[config.mk]
export PLATFORM = sky130hd
export DESIGN_NAME = random_range
export DESIGN_NICKNAME = d
export VERILOG_FILES = /design/src/rtl/random_range.sv
export SDC_FILE = /design/constraint.sdc
export NUM_CORES = 1
export LEC_CHECK = 0
export ABC_AREA = 1
export BUFFER_PORTS_ARGS = -buffer_cell sky130_fd_sc_hd__buf_2
export CAP_MARGIN = 10
export CORE_UTILIZATION = 51
export CTS_CLUSTER_DIAMETER = 80
export CTS_CLUSTER_SIZE = 12
export DETAILED_ROUTE_END_ITERATION = 10
export PLACE_DENSITY = 0.75
export SLEW_MARGIN = 25
export SYNTH_ARGS = -nofsm -noshare
export SYNTH_HDL_FRONTEND = slang
export SYNTH_SLANG_ARGS = --single-unit
export TNS_END_PERCENT = 1
[constraint.sdc]
create_clock -name clk -period 1.5 [get_ports clk]
set_clock_uncertainty 0.1 [all_clocks]
set_input_delay 0.15 -clock clk [delete_from_list [all_inputs] [get_ports clk]]
set_output_delay 0.15 -clock clk [all_outputs]
set_load 0.1 [all_outputs]
[src/rtl/random_range.sv]
// Pseudo-random value source: prescaled counter/Galois-LFSR state, req/valid handshake
// returning a value in [LO, HI]; out-of-range states are resampled, then clamped after MAX_TRIES ticks.
module random_range #(
  parameter int               WIDTH     = 7,
  parameter int               DIV_W     = 3,
  parameter int               LO        = 8,
  parameter int               HI        = 119,
  parameter logic [WIDTH-1:0] POLY      = 7'h60,
  parameter int               SEED      = 1,
  parameter int               MAX_TRIES = 8
) (
  input  logic             clk,
  input  logic             resetn,
  input  logic [DIV_W-1:0] divider_in,
  input  logic             mode,
  input  logic             seed_load,
  input  logic [WIDTH-1:0] seed,
  input  logic             req,
  output logic             ready,
  output logic             valid,
  output logic [WIDTH-1:0] out
);

  localparam int TRIES_W = (MAX_TRIES < 1) ? 1 : $clog2(MAX_TRIES + 1);

  localparam logic [WIDTH-1:0]   LO_V      = WIDTH'(LO);
  localparam logic [WIDTH-1:0]   HI_V      = WIDTH'(HI);
  localparam logic [WIDTH-1:0]   SEED_V    = WIDTH'(SEED);
  localparam logic [WIDTH-1:0]   ONE_V     = WIDTH'(1);
  localparam logic [TRIES_W-1:0] TRIES_MAX = TRIES_W'(MAX_TRIES);

  typedef enum logic {
    IDLE,
    SAMPLE
  } fsm_t;

  fsm_t               fsm;
  logic [DIV_W-1:0]   div_cnt;
  logic [WIDTH-1:0]   state;
  logic [TRIES_W-1:0] tries;

  logic               div_hit;
  logic               tick;
  logic [WIDTH-1:0]   lfsr_next;
  logic               in_range;
  logic [WIDTH-1:0]   clamp_val;

  // A seed load restarts the tick period, so the loaded value is never advanced in the same edge.
  assign div_hit = (div_cnt == divider_in);
  assign tick    = div_hit && !seed_load;

  always_ff @(posedge clk or negedge resetn) begin
    if (!resetn) begin
      div_cnt <= '0;
    end else if (seed_load || div_hit) begin
      div_cnt <= '0;
    end else begin
      div_cnt <= div_cnt + 1'b1;
    end
  end

  assign lfsr_next = (state >> 1) ^ (state[0] ? POLY : '0);

  always_ff @(posedge clk or negedge resetn) begin
    if (!resetn) begin
      state <= SEED_V;
    end else if (seed_load) begin
      state <= seed;
    end else if (tick) begin
      if (!mode) begin
        state <= state + 1'b1;
      end else if (state == '0) begin
        state <= ONE_V;
      end else begin
        state <= lfsr_next;
      end
    end
  end

  assign in_range = (state >= LO_V) && (state <= HI_V);

  always_comb begin
    clamp_val = state;
    if (state < LO_V) begin
      clamp_val = LO_V;
    end else if (state > HI_V) begin
      clamp_val = HI_V;
    end
  end

  // ready mirrors fsm == IDLE but is kept as its own flop so the output is registered.
  always_ff @(posedge clk or negedge resetn) begin
    if (!resetn) begin
      fsm   <= IDLE;
      ready <= 1'b1;
      valid <= 1'b0;
      out   <= LO_V;
      tries <= '0;
    end else begin
      case (fsm)
        IDLE: begin
          if (req) begin
            if (in_range) begin
              out   <= state;
              valid <= 1'b1;
            end else begin
              valid <= 1'b0;
              tries <= '0;
              fsm   <= SAMPLE;
              ready <= 1'b0;
            end
          end
        end
        SAMPLE: begin
          if (in_range) begin
            out   <= state;
            valid <= 1'b1;
            fsm   <= IDLE;
            ready <= 1'b1;
          end else if (tries == TRIES_MAX) begin
            out   <= clamp_val;
            valid <= 1'b1;
            fsm   <= IDLE;
            ready <= 1'b1;
          end else if (tick) begin
            tries <= tries + 1'b1;
          end
        end
        default: begin
          fsm   <= IDLE;
          ready <= 1'b1;
        end
      endcase
    end
  end

endmodule

==> metrics.md <==
| Metric | Value |
|---|---|
| Chip height | `57.93 um` |
| Final Hold Viols | `0` |
| Top FF cell, synth | `dfrtp_1` |
| Vias/cell | `5.091` |
| Worst hold path class | `in -> reg` |
| Starting Density | `55.92%` |
| Status | `finished, violations left` |
| Area Growth Syn to Fin | `21.57%` |
| # IOs | `24` |
| CTS sink cnt | `24` |
| Crit path depth | `10` |
| H-tree depth | `1` |
| Clock input transition at the sequential cells of the worst setup and hold paths | `0.13 ns` |
| Register area share after synthesis | `37.88%` |
| Worst Setup End Kind | `flip-flop` |
| Chip Width | `57.93 um` |
| Worst path buffer plus inverter count | `1` |
| Routed Antenna Nets | `0` |
| Hold depth | `3` |
| CP Max Fanout | `7` |
| EDFF count, synth | `0` |
| DP Wirelength | `2.510 mm` |
| Final worst-path setup slack | `-0.1484 ns` |
| Delay-heaviest family, CP | `flip-flops` |
| Grt total ovfl | `0` |
| Layout Nets | `266` |
| Critical Path AT | `1.81 ns` |
| GRT Total Usage | `21.12%` |
| Post-synthesis cell area | `1595 um2` |
| # rows | `19` |
| Slowest cell on crit path | `dfstp_2` |
| DR vias | `1405` |
| Net Count, Synth | `226` |
| Number of remaining DRC errors | `1` |
| WL per Instance | `11.79 um` |
| First-pass GRT wire length | `5.533 mm` |
| FF/Latch Area | `604.3 um2` |
| Fill cells | `238` |
| Ant. Diodes | `0` |
| Largest net degree at the start of global routing | `25` |
| Port Buffers | `23` |
| Failing checks | `DRC, setup timing` |
| TritonCTS Buffers | `3` |
| Critical path's largest stage delay | `0.59 ns` |
| Synth top area share | `32.94%` |
| Share of layout cells above drive strength 1 | `30.20%` |
| Core area | `2853 um2` |
| Buffer depth of the longest clock path | `2` |
| Post-DP Area | `1849 um2` |
| Pwr dens | `1492 nW/um2` |
| CTS tree | `done` |
| Tcrit/Tclk final | `109.9%` |
| CTS root buffer | `clkbuf_4` |
| Most common cell in the netlist | `nand2_1` |
| Tightest Pin Transition | `0.5338 ns` |
| Ys async rst share | `100.0%` |
| Critical path type | `reg -> reg` |
| Initial antenna violation count | `0` |
| Vias in the first global route | `1362` |
| Placed insts | `268` |
| Slew headroom | `64.41%` |
| Die area | `3356 um2` |
| Area leader, netlist | `dfrtp_1` |
| Final wirelength | `3.255 mm` |
| Req. time, crit path | `1.67 ns` |
| Fin crit period | `1.648 ns` |
| RSZ-0062 raised after global routing | `true` |
| Leakage | `1.049 nW` |
| Synth cell types | `28` |
| Fmax | `0.6067 GHz` |
| Iter 0 DRT Violations | `65` |
| Final Max Tran Viols | `0` |
| GPL Wtd Cong | `0.8875` |
| Finished Cell Area | `1939 um2` |
| Avg Synthesized Cell Area | `7.744 um2` |
| Later-pin clock latency in the skew report | `0.31 ns` |
| Max IR drop VDD | `0.001243 V` |
| Fin cells | `276` |
| #FFs+latches synth | `24` |
| TritonRoute pass-1 iters | `7` |
| Area of the multi-input gates | `885.9 um2` |
| Reg2reg path depth | `10` |
| Ys Warns | `0` |
| Largest cells by area after synthesis | `dfrtp_1 (33%), nand2_1 (15%), nand3_1 (6.9%)` |
| Cell Chain, Critical Path | `ha_4, nand2_2, nor2_2, nor2_2, nand2_2, nand2_4, o21ai_4, buf_4, nand3_1, nand2_1` |
| List of most frequent post-synthesis cells | `nand2_1 (65), nor2_1 (24), nand3_1 (22), dfrtp_1 (21), inv_1 (14)` |
| Max Cap Viol | `0` |
| Worst setup SP type | `flip-flop` |
| Post-Synthesis Cells | `206` |
| Final count of negative-setup-slack endpoints | `13` |
==> tightest hold or removal path: cells and delay by family <==
kind | cells | cell delay (ns)
AND/OR/NAND/NOR | 2 | 0.19
buffers and inverters | 1 | 0.12
==> final cells by class <==
| class | count | share of cell area (%) |
|---|---|---|
| inverter | 17 | 4.000 |
| clock inverter | 1 | 1.548 |
| clock buffer | 3 | 1.161 |
| tap | 31 | 2.000 |
| timing repair buffer | 40 | 14.45 |
| sequential | 24 | 31.16 |
| multi-input combinational | 160 | 45.68 |
==> power by group <==
group	switching, mW	internal (mW)	leakage (nW)
clock	0.195	0.270	0.0279
combinational	1.05	0.432	0.722
sequential	0.135	0.808	0.298
total	1.38	1.51	1.05
==> registers in the layout (all words and copies together) (netlist names) <==
| register | flops |
|---|---|
| fsm | 1 |
| out | 7 |
| div_cnt | 3 |
| state | 7 |
| tries | 4 |
| ready | 1 |
| valid | 1 |
==> metrics by stage <==
stage | total power [mW] | hold slack [ns] | setup slack (ns) | utilization [%] | TNS [ns]
floorplan | 2.053 | -0.2456 | -0.09429 | - | -0.7438
global placement | 2.407 | 0.07169 | -0.05081 | 64.82 | -0.4721
detailed placement | 2.430 | 0.06025 | -0.1164 | 64.82 | -1.064
CTS | 2.916 | 0.04785 | -0.1277 | 67.72 | -1.191
global route | 3.047 | 0.05948 | -0.2341 | 67.98 | -2.824
finish | 2.893 | 0.06023 | -0.1484 | 67.98 | -1.253
==> placed cells by master (no fill, tap or decap), drive strengths merged <==
master / instances
a21oi: 4
buf: 37
bufinv: 2
clkbuf: 3
dfrtp: 21
dfstp: 3
dlygate4sd3: 3
ha: 5
inv: 16
nand2: 76
nand3: 26
nand3b: 1
nand4: 1
nor2: 29
o211ai: 3
o21ai: 6
or2: 3
xnor2: 4
xor2: 2
==> final timing paths <==
check / start / end / slack (ns)
worst min register to register: out[6]$_DFFE_PN0P_ / out[6]$_DFFE_PN0P_ / 0.38
min in group asynchronous: resetn / state[3]$_DFFE_PN0P_ / 0.23
worst max-delay path: state[0]$_DFFE_PN1P_ / out[2]$_DFFE_PN0P_ / -0.15
worst min-delay path: req / fsm$_DFF_PN0_ / 0.06
worst max register to register: state[0]$_DFFE_PN1P_ / out[2]$_DFFE_PN0P_ / -0.15
max in group asynchronous: resetn / state[0]$_DFFE_PN1P_ / 0.71
==> cell families (layout without fill, tap and decap cells) <==
kind of cell	after synthesis	count (layout)	share of synthesized area [%]
simple gates	136	136	42.12
flops	24	24	37.88
buf+inv	22	61	7.529
compound gates	13	13	5.255
xor+xnor	6	6	3.294
fa+ha+maj	5	5	3.922
==> routing by layer <==
metal | GRT usage, % | up-vias | share of wire (%) | wire length [um]
met5 | 0 | - | 0 | 0
met4 | 3.741 | 0 | 0.49 | 16
met3 | 3.571 | 2 | 3.7 | 122
met2 | 38.26 | 25 | 49 | 1587
met1 | 26.70 | 647 | 47 | 1528
li1 | - | 731 | - | -
==> what timing repair did <==
| item | in CTS | in global routing |
|---|---|---|
| hold buffers | 3 | 0 |
| endpoints found under the setup margin | 13 | 21 |
| hold endpoints to repair | 23 | 0 |
| pin swaps | 0 | 2 |
| buffers inserted | 0 | 1 |
| resized for setup | 0 | 3 |
Power figures use the tool's default switching activity.
